File: src/rtl/fp_normalize_pipe.sv
`timescale 1ns/1ps
// fp_normalize_pipe: two-stage normalize-and-round unit for the FP adder.
// Stage 1 normalizes the aligned sum; stage 2 rounds, packs the result and
// raises exception flags. Both stages use a valid/ready handshake with full backpressure.
module fp_normalize_pipe #(
    parameter int EXP_W = 8,
    parameter int MAN_W = 23
) (
    input  logic                   clk,
    input  logic                   rst_n,
    input  logic                   in_valid,
    output logic                   in_ready,
    input  logic                   in_sign,
    input  logic [EXP_W-1:0]       in_exp,
    input  logic [MAN_W+8:0]       in_sum,
    input  logic                   in_carry,
    input  logic [1:0]             in_rmode,
    input  logic                   in_special,
    input  logic [EXP_W+MAN_W:0]   in_special_val,
    output logic                   out_valid,
    input  logic                   out_ready,
    output logic [EXP_W+MAN_W:0]   out_result,
    output logic                   out_overflow,
    output logic                   out_underflow,
    output logic                   out_inexact
);

    localparam int SUM_W = MAN_W + 9;
    localparam int RES_W = 1 + EXP_W + MAN_W;
    localparam int LZ_W  = $clog2(SUM_W + 1);
    localparam int CMP_W = ((LZ_W > EXP_W) ? LZ_W : EXP_W) + 1;

    typedef enum logic [1:0] {
        RM_RNE = 2'd0,
        RM_RTZ = 2'd1,
        RM_RUP = 2'd2,
        RM_RDN = 2'd3
    } rmode_e;

    // handshake
    logic w_s1_take, w_s2_take;
    logic r1_valid, r2_valid;

    assign w_s2_take = ~r2_valid | out_ready;
    assign w_s1_take = ~r1_valid | w_s2_take;
    assign in_ready  = w_s1_take;

    // stage 1 combinational signals
    logic [LZ_W-1:0]  w_lzc;
    logic [CMP_W-1:0] w_lzc_x, w_exp_x, w_shift;
    logic [SUM_W-1:0] w_shifted;
    logic [EXP_W:0]   w_n_exp;
    logic [MAN_W-1:0] w_n_man;
    logic             w_n_hid, w_n_g, w_n_r, w_n_s, w_n_zero;

    // stage 1 registers
    logic             r1_sign, r1_hid, r1_g, r1_r, r1_s, r1_zero, r1_special;
    logic [EXP_W:0]   r1_exp;
    logic [MAN_W-1:0] r1_man;
    rmode_e           r1_rmode;
    logic [RES_W-1:0] r1_sval;

    // Leading-zero count of the aligned sum (SUM_W when the sum is zero).
    always_comb begin
        w_lzc = LZ_W'(SUM_W);
        for (int unsigned i = 0; i < SUM_W; i++) begin
            if (in_sum[i]) w_lzc = LZ_W'(SUM_W - 1 - i);
        end
    end

    // Normalize: pick shift and exponent, extract hidden/mantissa/G/R/S.
    always_comb begin
        w_lzc_x   = CMP_W'(w_lzc);
        w_exp_x   = CMP_W'(in_exp);
        w_shift   = '0;
        w_shifted = in_sum;
        w_n_exp   = '0;
        w_n_hid   = 1'b0;
        w_n_man   = '0;
        w_n_g     = 1'b0;
        w_n_r     = 1'b0;
        w_n_s     = 1'b0;
        w_n_zero  = ~in_carry & ~(|in_sum);
        if (in_carry) begin
            w_n_exp = (EXP_W+1)'(in_exp) + (EXP_W+1)'(1);
            w_n_hid = 1'b1;
            w_n_man = in_sum[SUM_W-1:9];
            w_n_g   = in_sum[8];
            w_n_r   = in_sum[7];
            w_n_s   = |in_sum[6:0];
        end else begin
            if (w_lzc_x < w_exp_x) begin
                w_shift = w_lzc_x;
                w_n_exp = (EXP_W+1)'(w_exp_x - w_lzc_x);
            end else begin
                // subnormal: shift only as far as the minimum exponent allows
                w_n_exp = '0;
                w_shift = (in_exp == '0) ? '0 : (w_exp_x - CMP_W'(1));
            end
            w_shifted = in_sum << w_shift;
            w_n_hid   = w_shifted[SUM_W-1];
            w_n_man   = w_shifted[SUM_W-2:8];
            w_n_g     = w_shifted[7];
            w_n_r     = w_shifted[6];
            w_n_s     = |w_shifted[5:0];
        end
    end

    // Stage 1 valid bit: loads on take.
    always_ff @(posedge clk) begin
        if (!rst_n)         r1_valid <= 1'b0;
        else if (w_s1_take) r1_valid <= in_valid;
    end

    // Stage 1 data: captured only when a beat is accepted.
    always_ff @(posedge clk) begin
        if (w_s1_take && in_valid) begin
            r1_sign    <= in_sign;
            r1_exp     <= w_n_exp;
            r1_hid     <= w_n_hid;
            r1_man     <= w_n_man;
            r1_g       <= w_n_g;
            r1_r       <= w_n_r;
            r1_s       <= w_n_s;
            r1_zero    <= w_n_zero;
            r1_rmode   <= rmode_e'(in_rmode);
            r1_special <= in_special;
            r1_sval    <= in_special_val;
        end
    end

    // stage 2 combinational signals
    logic             w_inc, w_grs, w_ovf, w_unf;
    logic [MAN_W+1:0] w_rnd;
    logic [EXP_W:0]   w_f_exp;
    logic [MAN_W-1:0] w_f_man;
    logic [RES_W-1:0] w_inf, w_maxf, w_res;
    logic             w_o_ovf, w_o_unf, w_o_inx;

    // Round, detect overflow/underflow and select the packed result.
    always_comb begin
        w_grs = r1_g | r1_r | r1_s;
        w_inc = 1'b0;
        case (r1_rmode)
            RM_RNE:  w_inc = r1_g & (r1_r | r1_s | r1_man[0]);
            RM_RTZ:  w_inc = 1'b0;
            RM_RUP:  w_inc = ~r1_sign & w_grs;
            default: w_inc = r1_sign & w_grs;
        endcase
        w_rnd   = {1'b0, r1_hid, r1_man} + (MAN_W+2)'(w_inc);
        w_f_man = w_rnd[MAN_W-1:0];
        w_f_exp = r1_exp;
        if (w_rnd[MAN_W+1]) begin
            w_f_man = '0;
            w_f_exp = r1_exp + (EXP_W+1)'(1);
        end else if (r1_exp == '0 && w_rnd[MAN_W]) begin
            w_f_exp = (EXP_W+1)'(1);
        end
        w_ovf  = w_f_exp >= {1'b0, {EXP_W{1'b1}}};
        w_unf  = (w_f_exp == '0) & w_grs;
        w_inf  = {r1_sign, {EXP_W{1'b1}}, {MAN_W{1'b0}}};
        w_maxf = {r1_sign, {(EXP_W-1){1'b1}}, 1'b0, {MAN_W{1'b1}}};

        w_res   = {r1_sign, w_f_exp[EXP_W-1:0], w_f_man};
        w_o_ovf = 1'b0;
        w_o_unf = w_unf;
        w_o_inx = w_grs;
        if (r1_special) begin
            w_res   = r1_sval;
            w_o_unf = 1'b0;
            w_o_inx = 1'b0;
        end else if (r1_zero) begin
            w_res   = {(r1_rmode == RM_RDN), {(RES_W-1){1'b0}}};
            w_o_unf = 1'b0;
            w_o_inx = 1'b0;
        end else if (w_ovf) begin
            w_o_ovf = 1'b1;
            w_o_unf = 1'b0;
            w_o_inx = 1'b1;
            case (r1_rmode)
                RM_RNE:  w_res = w_inf;
                RM_RTZ:  w_res = w_maxf;
                RM_RUP:  w_res = r1_sign ? w_maxf : w_inf;
                default: w_res = r1_sign ? w_inf : w_maxf;
            endcase
        end
    end

    // stage 2 / output registers
    logic [RES_W-1:0] r2_result;
    logic             r2_ovf, r2_unf, r2_inx;

    // Output stage: holds its beat while downstream stalls.
    always_ff @(posedge clk) begin
        if (!rst_n) begin
            r2_valid  <= 1'b0;
            r2_result <= '0;
            r2_ovf    <= 1'b0;
            r2_unf    <= 1'b0;
            r2_inx    <= 1'b0;
        end else if (w_s2_take) begin
            r2_valid <= r1_valid;
            if (r1_valid) begin
                r2_result <= w_res;
                r2_ovf    <= w_o_ovf;
                r2_unf    <= w_o_unf;
                r2_inx    <= w_o_inx;
            end
        end
    end

    assign out_valid     = r2_valid;
    assign out_result    = r2_result;
    assign out_overflow  = r2_ovf;
    assign out_underflow = r2_unf;
    assign out_inexact   = r2_inx;

endmodule

File: config.mk
export PLATFORM = sky130hd
export DESIGN_NAME = fp_normalize_pipe
export DESIGN_NICKNAME = d
export VERILOG_FILES = /design/src/rtl/fp_normalize_pipe.sv
export SDC_FILE = /design/constraint.sdc
export NUM_CORES = 1
export LEC_CHECK = 0
export ABC_AREA = 1
export CAP_MARGIN = 10
export CELL_PAD_IN_SITES_DETAIL_PLACEMENT = 0
export CELL_PAD_IN_SITES_GLOBAL_PLACEMENT = 1
export CORE_MARGIN = 2
export CORE_UTILIZATION = 35
export CTS_CLUSTER_SIZE = 14
export DETAILED_ROUTE_END_ITERATION = 8
export HOLD_SLACK_MARGIN = 0.03
export PLACE_DENSITY = 0.78
export SYNTH_ARGS = -nofsm -noshare
export SYNTH_HDL_FRONTEND = slang
export SYNTH_SLANG_ARGS = --single-unit
File: constraint.sdc
create_clock -name clk -period 12 [get_ports clk]
set_clock_uncertainty 0.15 [all_clocks]
set_input_delay 2.4 -clock clk [delete_from_list [all_inputs] [get_ports clk]]
set_output_delay 2.4 -clock clk [all_outputs]
set_load 0.03 [all_outputs]
## Word-level counts from Yosys, hierarchy flattened

Cells that the tools add are included.

- $add $sub $neg: 5
- Order comparisons: 2
- Equality and inequality tests: 3
- Shift-type cells: 1
- Muxes and demuxes: 60
- Bitwise logic cells: 16
- Reductions and logical operators: 10

Operators by type and width:

| operator | count |
|---|---|
| 2-to-1 mux 6 bit | 32 |
| 2-to-1 mux 32 bit | 5 |
| one-hot mux 32 bit (3 select lines) | 1 |
| 2-to-1 mux 9 bit | 7 |
| 2-to-1 mux 23 bit | 2 |
| OR reduction 32 bit | 1 |
| << shifter 32 x 9 -> 32 bit | 1 |
| adder 24 x 1 -> 25 bit | 1 |
| zero test 9 bit | 2 |
| 2-to-1 mux 1 bit | 12 |
| adder 8 x 1 -> 9 bit, second input constant | 1 |
| adder 9 x 1 -> 9 bit, second input constant | 1 |
| >= comparator 9 x 8 -> 1 bit, second input constant | 1 |
| subtractor 8 x 1 -> 9 bit, second input constant | 1 |
| subtractor 8 x 6 -> 9 bit | 1 |
| zero test 8 bit | 1 |
| less-than comparator 6 x 8 -> 1 bit | 1 |
| OR reduction 7 bit | 1 |
| OR 1 bit | 6 |
| OR reduction 6 bit | 1 |
| bitwise AND 1 bit | 5 |
| inverter 1 bit | 5 |
| equality test 2 bit, second input constant | 2 |
| one-hot mux 1 bit (3 select lines) | 1 |
| 4 further kinds | 5 |

- Register bits: 110
- Bits of input ports: 81
- Output and inout port bits: 37
- Logic and storage cells: 114

## Longest topological paths before layout

- Word-level depth: 38
- Depth in mapped cells: 54
- Depth with buffers taken out: 53

## Least setup slack after synthesis

OpenSTA, ideal clock, no wires.

- Path kind: input to register
- Start: input in_sum[1]
- End: register r1_hid (data pin)
- Library setup time: 0.264 ns
- Arrival time: 6.053 ns
- Data required time: 11.586 ns
- Path slack: 5.533 ns
- Cell stages on the path: 51
- Buffers on the path: 1
- Cells stage by stage: inv_1 nand2_1 nand2_1 nand2_1 nand2_1 nand2_1 nand2_1 nand2_1 nand2_1 nand2_1 nand2_1 nand2_1 nand2_1 nand2_1 nand2_1 nand2_1 nand2_1 nand2_1 [15 not listed] nand3_1 nand2_1 a21oi_1 o21bai_1 nand2_1 nand4_1 nand2_1 o31ai_1 inv_1 nand2_1 clkbuf_1 nand3_1 nand3_1 nand3_1 nand3_1 nand3_1 nand3_1 nand2_1

- Longest elaborated chain between the ends: 35

Ends and longest elaborated chain:

| element | line | RTL |
|---|---|---|
| start, declared | 15 | `input logic [MAN_W+8:0] in_sum,` |
| 2-to-1 mux 6 bit (31 in series) | 67 | `if (in_sum[i]) w_lzc = LZ_W'(SUM_W - 1 - i);` |
| less-than comparator 6 x 8 -> 1 bit | 92 | `if (w_lzc_x < w_exp_x) begin` |
| 2-to-1 mux 9 bit | 92 |  |
| 2-to-1 mux 9 bit | 84 | `if (in_carry) begin` |
| << shifter 32 x 9 -> 32 bit (*) | 100 | `w_shifted = in_sum << w_shift;` |
| end signal, assigned | 120 | `r1_hid <= w_n_hid;` |
| end, declared | 57 | `logic r1_sign, r1_hid, r1_g, r1_r, r1_s, r1_zero, r1_special;` |

Every way passes the cells marked *; elsewhere a longest branch is shown, timed or not. The select of a mux whose other input is x is not followed.
A chain may end at the register's enable or synchronous reset.

## Final worst setup path

- Start: input in_sum[1]
- End: register r1_s (data pin)

- Longest elaborated chain between the ends: 37
- Elaborated cells between the ends (all ways): 38
- Classes of those cells: order compare (1); shift (1); mux (34); reduce/logical (2)

Ends and longest elaborated chain:

| element | line | RTL |
|---|---|---|
| 2-to-1 mux 6 bit (31 in series) | 67 |  |
| less-than comparator 6 x 8 -> 1 bit | 92 |  |
| 2-to-1 mux 9 bit | 92 |  |
| 2-to-1 mux 9 bit | 84 |  |
| << shifter 32 x 9 -> 32 bit | 100 |  |
| OR reduction 6 bit | 105 | `w_n_s = \|w_shifted[5:0];` |
| 2-to-1 mux 1 bit (*) | 84 |  |
| named net w_n_s | 54 | `logic w_n_hid, w_n_g, w_n_r, w_n_s, w_n_zero;` |
| end signal, assigned | 124 | `r1_s <= w_n_s;` |
| end, declared | 57 |  |

Mark *: on every way through the listed nets, which the timed path passes. The rest lies on a longest branch. The select of a mux whose other input is x is not followed.

==> metrics.md <==
| Metric | Value |
|---|---|
| Cts bufs inserted | `9` |
| Vias post-DR | `between 8,000 and 9,000` |
| # Max-Cap Violations | `0` |
| Mean Syn Cell Area | `6.914 sq um` |
| Inst Count DP | `roughly 1,500` |
| Share of layout cells above drive strength 1 | `4.491%` |
| Hold buffer count at cts | `0` |
| Ant diodes | `0` |
| CP max stage cell | `inv_1` |
| Met2 usage | `around a third` |
| Synth top area cells | `edfxtp_1 (27%), nand2_1 (14%), nand3_1 (13%)` |
| Drt pass-1 iters | `5` |
| Remaining DRCs | `0` |
| Crit Path Max Fanout | `32` |
| Startpoint types | `input pin` |
| Synthesis-to-layout area growth | `20.25%` |
| Final Slew Violations | `0` |
| Final #Nets | `between 1,000 and 1,500` |
| Crit path capture type | `flip-flop` |
| Share of Yosys cell area claimed by the top area cell type | `~27%` |
| Peak Freq | `between 0.1 and 0.15 GHz` |
| Outcome | `complete, no violations` |
| Global-route wire length before repair | `roughly 41,000 microns` |
| Mapped Area | `8028 sq um` |
| Most frequent cell after synthesis | `nand2_1` |
| Reg clk slew, reported paths | `around 0.080 ns` |
| Detailed placer's ending HPWL | `19,850 microns` |
| Largest net degree at the start of global routing | `52` |
| Fin crit share | `slightly below 70%` |
| VDD IR max | `roughly 0.000062 V` |
| DRC violation total after the first TritonRoute iteration | `roughly 700` |
| Top Usage Layer GRT | `met2` |
| Worst-Skew Late Latency | `between 0.3 and 0.4 ns` |
| Number of I/O port buffers | `around 120` |
| Accumulated negative setup slack | `0 ns` |
| CTS tree | `yes` |
| Total wire length | `26,090 microns` |
| Worst R2R Path Depth | `23` |
| Initial Util | `35.57%` |
| Setup crit start | `in_sum[1]` |
| Seq/Total Area, Yosys | `between 30% and 40%` |
| I/O Pins | `between 100 and 150` |
| Die Wd | `about 160 microns` |
| Family with the most delay on the worst path | `simple AND/OR/NAND/NOR gates` |
| Commonest cells post-synth | `nand2_1 (304), nand3_1 (201), inv_1 (116), a21oi_1 (82), o21ai_0 (77)` |
| Synth warn | `0` |
| RSZ-0062 raised after global routing | `no` |
| Setup bufs post-CTS | `0` |
| Leak | `0.004170 uW` |
| Yosys top cell by area | `edfxtp_1` |
| Global route overflow | `0` |
| Overall Power | `approximately 1000 uW` |
| Syn Inst Count | `about 1,200` |
| Met3 Use GR | `under 10%` |
| Top FF cell, synth | `edfxtp_1` |
| Hold Crit Class | `reg2reg` |
| Critical path arrival | `between 8 and 9 ns` |
| Routing usage on met1 | `~30%` |
| Req. time, crit path | `around 12 ns` |
| Crit Path Category | `in2reg` |
| DR WL/cell | `roughly 17 microns` |
| # resized after CTS | `0` |
| Antenna violations before repair | `0` |
| Yosys reg bits | `110` |
| H-tree depth | `3` |
| Worst Path Buf+Inv | `6` |
| TritonCTS Sinks | `110` |
| Vias in the first global route | `between 7,000 and 8,000` |
| Library cells used by synthesis | `between 50 and 60` |
| Total GRT Usage | `between 20% and 30%` |
| Max_slew headroom | `27.31%` |
| Core area | `~23,000 sq um` |
| Slew @ Worst Pin | `1.087 ns` |
| Clk buf depth | `2` |
| CTS Root Buffer Type | `clkbuf_16` |
| Row cnt | `55` |
| Die Y | `155.4 microns` |
| Hold Path Stages | `2` |
| Mapped Nets | `around 1,300` |
| Non-filler cells, final | `~1,500` |
| Pwr per Cell Area | `about 110 nW/um^2` |
| Via-per-instance ratio | `5.422` |
| FFs w/ async S/R, synth | `0%` |
| CP max stage delay | `approximately 0.81 ns` |
| Die ar. | `roughly 24,000 sq um` |
| Post-DRT Antenna Nets | `0` |
| Reg2reg start | `r1_rmode[0]` |
| Hold_ws | `roughly 0.32 ns` |
| Worst path depth | `53` |
| Final GP Congestion | `about 0.94` |
| Fin crit period | `between 8 and 9 ns` |
| Hold path startpoint | `out_underflow` |
| Hold Violations, Final | `0` |
| Critical path's most frequent cell | `nand2_1` |
| Post-synth EDFFs | `between 70 and 80` |
| Setup-failing EPs final | `0` |
| R2r setup slk | `approximately 7.0 ns` |
power breakdown:
group,leakage (uW),switching (uW),internal [uW]
registers,0.00102,18.4,437
clock network,0.000142,142,146
logic,0.00301,188,105
tightest hold or removal path, stage by stage, from the launching register on:
cell and delay (ns):
dfxtp_1 0.31, nand2_1 0.06, a21oi_1 0.05
routing by layer:
metal	vias up	wire [microns]	part of all wire [%]
met4	0	764	2.9
li1	4132	-	-
met5	-	0	0
met3	45	1667	6.4
met2	322	11370	44
met1	3808	12290	47
flip-flops by register name (all words and copies together) (netlist names), 2 cells and up:
register    cells
out_result     32
r1_exp          9
r1_man         23
r1_sval        32
r1_rmode        2
stage by stage:
step	cell area [sq um]	util (%)	setup WS, ns
floorplan	8028	-	5.533
global placement	9366	41.50	3.570
detailed placement	9366	41.50	3.592
CTS	9653	42.77	3.951
global route	9653	42.77	3.206
finish	9653	42.77	3.867
area by class of cell:
| class | count | area, sq um |
|---|---|---|
| Timing Repair Buffer | 127 | 1246 |
| Clock buffer | 9 | 225.2 |
| Fill cell | 2350 | 12920 |
| Tap cell | 285 | 356.6 |
| Clock inverter | 7 | 61.31 |
| Inverter | 118 | 442.9 |
| Multi-Input combinational cell | 876 | 4388 |
| Sequential cell | 110 | 2933 |
cell families (layout without fill, tap and decap cells):
| logic type | count (synthesis) | after routing | synth area share, % |
|---|---|---|---|
| xor+xnor | 19 | 19 | 2.073 |
| flops | 110 | 110 | 36.53 |
| simple gates | 623 | 623 | 34.88 |
| buf+inv | 175 | 261 | 8.931 |
| compound gates | 218 | 218 | 14.99 |
| fa+ha+maj | 16 | 16 | 2.587 |
placed cells by master, fill, tap and decap left out, drive strengths merged, types with 2 or more instances in the layout:
master and n:
o21ai 98, o22ai 11, o21bai 2, nand4 15, a21oi 83, a31oi 6
inv 123, clkinv 2, nand2 312, and3 2, o31ai 4, xnor2 5
a32o 2, nand3 204, edfxtp 73, buf 10, xor2 14, clkbuf 9
dfxtp 37, nand3b 6, ha 15, o211ai 4, nor3 15, nor2 57
clkdlybuf4s50 117, nor4 9
worst paths after layout:
path | end
worst max-delay path | r1_s
worst min-delay path | out_underflow
worst max register to register | out_result[8]
worst min register to register | out_underflow
(Power assumes the default switching activity.)
==> variant 1, RTL diff (same settings) <==
Change the parameter `MAN_W` from 23 to 46.
--- a/src/rtl/fp_normalize_pipe.sv
+++ b/src/rtl/fp_normalize_pipe.sv
@@ -6,3 +6,3 @@
     parameter int EXP_W = 8,
-    parameter int MAN_W = 23
+    parameter int MAN_W = 46
 ) (
Interface: changed (resized in_special_val, in_sum and out_result); port bits go from 118 to 187. The function was not compared with the original's and may differ.
==> variant 1 against the original RTL <==
Count of clock-buffer cells in the layout grew 10; design area rose by 69%; critical path depth is 27 higher; synthesized area grew 68%; final cell count up 74%; wire length grew 100%; sequential power up 63%; sequential cell count grew 69; setup slack got worse by 2.0 ns; total power up 79%; core utilization grew 0.51 points; critical path type unchanged; largest cell class unchanged; highest routed layer unchanged.
==> variant 1: results (changes against the original RTL) <==
Yosys
  • Complex-gate fraction of the synthesized area: 13.5% (-1.5 points)
  • Yosys top cell area share: 26.6% (-0.76 points)
  • Synth Area in Adders: 1.45% (-1.1 points)
  • Syn Area/Cell: 6.65 µm² (-3.8%)
  • Ranking of synthesized cells by area: edfxtp_1 27%, nand3_1 16%, nand2_1 15%, dfxtp_1 8.9%, o21ai_0 5.5%
  • Syn Nets: 2,166 (+72%)
  • Post-synthesis sequential area ratio: 35.5% (-1.1 points)

Hold path
  • Hold Path Sink: out_result[54]$_SDFFE_PN0P_
  • Worst Hold Launch: out_result[54]$_SDFFE_PN0P_

Power and ir drop
  • P_leak: 0.00679 µW (+63%)

Finish
  • # fillers: 3,979 (+69%)
  • Final net count: 2,282 (+70%)

Drt
  • Met2 wire length: 24,700 µm (+120%)
  • 1st-iter DRT viols: 1,359 (+94%)
  • Wire length on met3: 2860 µm (+72%)
  • Drt wl/cell: 20.1 µm (+18%)
  • Wl on met1: 24,000 µm (+96%)

Worst setup path
  • Worst Reg-to-Reg Cells: 39 (+70%)
  • Crit path largest cell delay: 0.72 ns (-0.09 ns)
  • CP max FO: 25 (-22%)

Global routing
  • First-pass GRT wire length: 83,600 µm (+100%)

Place
  • HPWL Detailed: 40,800 µm (+110%)
  • Worst slack at placement: 1.50 ns (-2.10 ns)

Clock network
  • H-Tree Depth: 4 (+1)

Timing
  • Max_slew headroom: 25.6% (-1.7 points)

Run status
  • Status: finished, final reports clean
variant 1: routing by layer:
layer	vias to the layer above	global-route usage [%]
li1	7129	-
met1	6861	36.1
met2	589	43.2
met3	83	2.96
met4	0	10.0
met5	-	0
variant 1: critical path, delay by kind of cell:
kind / cells / cell delay (ns)
simple gates: 72 / 5.83
buf+inv: 5 / 1.18
compound gates: 2 / 0.53
fa+ha+maj: 1 / 0.23
variant 1: kinds of logic after synthesis:
group                      Yosys count
and+or+nand+nor                   1201
DFF                                179
xor gates and xnor gates            24
AOI/OAI and AO/OA                  316
adders and majority gates           15
buffers and inverters              289
variant 1: worst max-delay path by stage:
stage | cells after the start | slack [ns] | end
2_1_floorplan | 80 | 4.06 | r1_hid$_SDFFCE_PP1P_
3_3_place_gp | 81 | 1.49 | r1_hid$_SDFFCE_PP1P_
3_5_place_dp | 81 | 1.50 | r1_hid$_SDFFCE_PP1P_
4_1_cts | 81 | 1.94 | r1_hid$_SDFFCE_PP1P_
5_1_grt | 80 | 0.75 | r1_man[30]$_DFFE_PP_
6_report | 80 | 1.83 | r1_man[30]$_DFFE_PP_
variant 1: layout make-up:
cell class / instances / area share, %
multi-input cells: 1556 / 46.5
clock inverters: 13 / 0.881
repair buffers: 213 / 12.7
inverters: 173 / 3.99
flip-flops and latches: 179 / 29.2
clock buffers: 19 / 2.78
well taps: 511 / 3.91
variant 1: stage by stage:
| step | cell area (µm²) | total power [µW] | hold slack (ns) |
|---|---|---|---|
| after floorplan | 13500 | 1080 | 0.357 |
| after CTS | 16300 | 1860 | 0.325 |
| after global placement | 15700 | 1290 | 0.311 |
| after detailed placement | 15700 | 1290 | 0.315 |
| after global routing | 16300 | 1960 | 0.349 |
| final | 16300 | 1860 | 0.325 |
variant 1: report_power, final:
part / internal (µW) / leakage [µW] / switching, µW / total, µW
logic: 180 / 0.00483 / 361 / 541
clock network: 322 / 0.000297 / 249 / 571
registers: 713 / 0.00166 / 31.2 / 744
==> variant 2, RTL diff (same flow settings) <==
Without the edit above. Make the reset (`rst_n`) asynchronous in 2 clocked blocks.
--- a/src/rtl/fp_normalize_pipe.sv
+++ b/src/rtl/fp_normalize_pipe.sv
@@ -109,3 +109,3 @@
     // Stage 1 valid bit: loads on take.
-    always_ff @(posedge clk) begin
+    always_ff @(posedge clk or negedge rst_n) begin
         if (!rst_n)         r1_valid <= 1'b0;
@@ -193,3 +193,3 @@
     // Output stage: holds its beat while downstream stalls.
-    always_ff @(posedge clk) begin
+    always_ff @(posedge clk or negedge rst_n) begin
         if (!rst_n) begin
Check against the original RTL: differs if rst_n is asserted again (counterexample within 4 cycles, from zero or initial values and one cycle with rst_n low); with rst_n held inactive, the same outputs for 4 cycles.
==> variant 2 against the original RTL <==
First-iteration DRC count shrank 21%; highest routed layer unchanged; wire length shrank 2.7%; count of clock-buffer cells in the layout grew 1; synthesized cell count shrank 1.1%; sequential cell count is the same; setup slack gained 0.30 ns; design area grew 2.0%; total power grew 22%; synthesized area grew 1.6%.
==> variant 2: results (changes against the original RTL) <==
Place
  • Worst slack at placement: 3.89 ns (+0.299 ns)
  • Routability cong.: 0.988 (+4.9%)
  • Placed Instances: 1,535 (+1.3%)
  • DP Area: 9540 µm² (+1.8%)
  • Port bufs: 117 (unchanged)
  • HPWL Detailed: 19,800 µm (-0.23%)

Yosys
  • Xor and xnor area share after synthesis: 2.47% (+0.40 points)
  • Synth unique cells: 50 (-5.7%)
  • Mapped Cells: 1,148 (-1.1%)
  • EDFF count, synth: 73 (unchanged)
  • Synth cell count leaders: 307 x nand2_1, 202 x nand3_1, 111 x inv_1
  • Complex-gate fraction of the synthesized area: 12.1% (-2.9 points)
  • Synth Area in Adders: 2.55% (-0.040 points)
  • Post-synth ARST share: 33.6% (+34 points)
  • Ranking of synthesized cells by area: edfxtp_1 27%, nand2_1 14%, nand3_1 12%, dfrtp_1 11%, inv_1 5.1%
  • Syn Nets: 1,245 (-1.0%)
  • Mux contribution to synthesized area: 0.123% (+0.12 points)
  • Post-synthesis sequential area ratio: 38.2% (+1.7 points)

Worst setup path
  • CP max FO: 33 (+3.1%)
  • Crit path largest cell delay: 0.50 ns (-0.31 ns)
  • Cell at the slowest stage of the critical path: clkdlybuf4s50_1
  • Worst Reg-to-Reg Cells: 25 (+8.7%)
  • Arrival time at the worst endpoint: 7.78 ns (-0.41 ns)

Global routing
  • Pin count of the biggest net entering global routing: 74 (+42%)
  • First-pass GRT wire length: 40,300 µm (-1.2%)
  • Vias in the first global route: 7,621 (+0.74%)
  • GRT Total Usage: 20.8% (-0.42 points)
  • Initial antenna violation count: 0 (unchanged)

Hold path
  • Hold path depth: 2 (unchanged)
  • Hold/Removal Path Class: register to register

Finish
  • Ant. Diodes: 0 (unchanged)
  • Post-Route Utilization: 43.2% (+0.46 points)
  • Final net count: 1,330 (-0.67%)
  • Layout cell share with drive strength beyond 1: 4.93% (+0.44 points)
  • # fillers: 2,388 (+1.6%)

Timing
  • Max_slew headroom: 36.6% (+9.3 points)

Drt
  • 1st-iter DRT viols: 551 (-21%)
  • Vias: 8,107 (-2.4%)
  • Drt pass-1 iters: 5 (unchanged)
  • Drt wl/cell: 16.4 µm (-3.8%)
  • Final wirelength: 25,400 µm (-2.7%)

Power and ir drop
  • Worst vdd ir: 0.0661 mV (+6.5%)
  • P_leak: 0.00430 µW (+3.2%)

Run status
  • Status: finished, final reports clean

Clock network
  • H-Tree Depth: 3 (unchanged)
  • CTS max path bufs: 2 (unchanged)
  • Clock latency on the worst-skew pair: 0.35 ns (about the same)
  • CTS Buf Count: 9 (unchanged)
  • Clock slew at reported path FFs: 0.08 ns (about the same)
  • Root Buffer: clkbuf_16
  • Post-CTS Setup Bufs: 0 (unchanged)
[variant 2: cell count changes after synthesis, sizes merged, moves of 5 or more]
cell / change
a21oi: -13
buf: -5
dfrtp: +37
dfxtp: -37
nor2: +23
o21ai: -29
[variant 2: metal layers]
| layer | global-route usage [%] | vias up | routed length, µm |
|---|---|---|---|
| met5 | 0 | - | 0 |
| met2 | 32.7 | 279 | 11200 |
| met4 | 5.99 | 0 | 449 |
| li1 | - | 4064 | - |
| met3 | 2.63 | 30 | 1330 |
| met1 | 30.0 | 3734 | 12400 |
[variant 2: logic make-up (layout without fill, tap and decap cells)]
logic type      count (synthesis)  after routing
flops                         110            110
xor+xnor                       23             23
compound gates                176            176
buf+inv                       171            261
simple gates                  651            651
mux                             1              1
fa+ha+maj                      16             16
[variant 2: area by class of cell]
type,instances,share of cell area (%)
clock buffer,10,2.54
clock inverter,6,0.597
inverter,119,4.54
sequential,110,31.7
tap,313,3.98
multi-input combinational,867,44.1
timing repair buffer,126,12.5
[variant 2: worst max-delay path, delay by kind of cell]
kind,cells,cell delay [ns]
compound gates,4,0.56
fa+ha+maj,1,0.16
buf+inv,8,1.68
simple gates,41,2.95
[variant 2: final timing paths]
path	to	slack, ns	from
worst max-delay path	r1_s$_DFFE_PP_	4.17	in_sum[2]
worst min register to register	out_overflow$_DFFE_PN0P_	0.34	out_overflow$_DFFE_PN0P_
max in group asynchronous	out_result[18]$_DFFE_PN0P_	9.17	rst_n
min in group asynchronous	r1_valid$_DFFE_PN0N_	1.99	rst_n
worst max register to register	out_result[8]$_DFFE_PN0P_	6.90	r1_rmode[0]$_DFFE_PP_
worst min-delay path	out_overflow$_DFFE_PN0P_	0.34	out_overflow$_DFFE_PN0P_
[variant 2: power by group]
part	switching (µW)	internal (µW)
Combinational	288	168
Sequential	37.2	473
Clock	144	159
Total	469	800
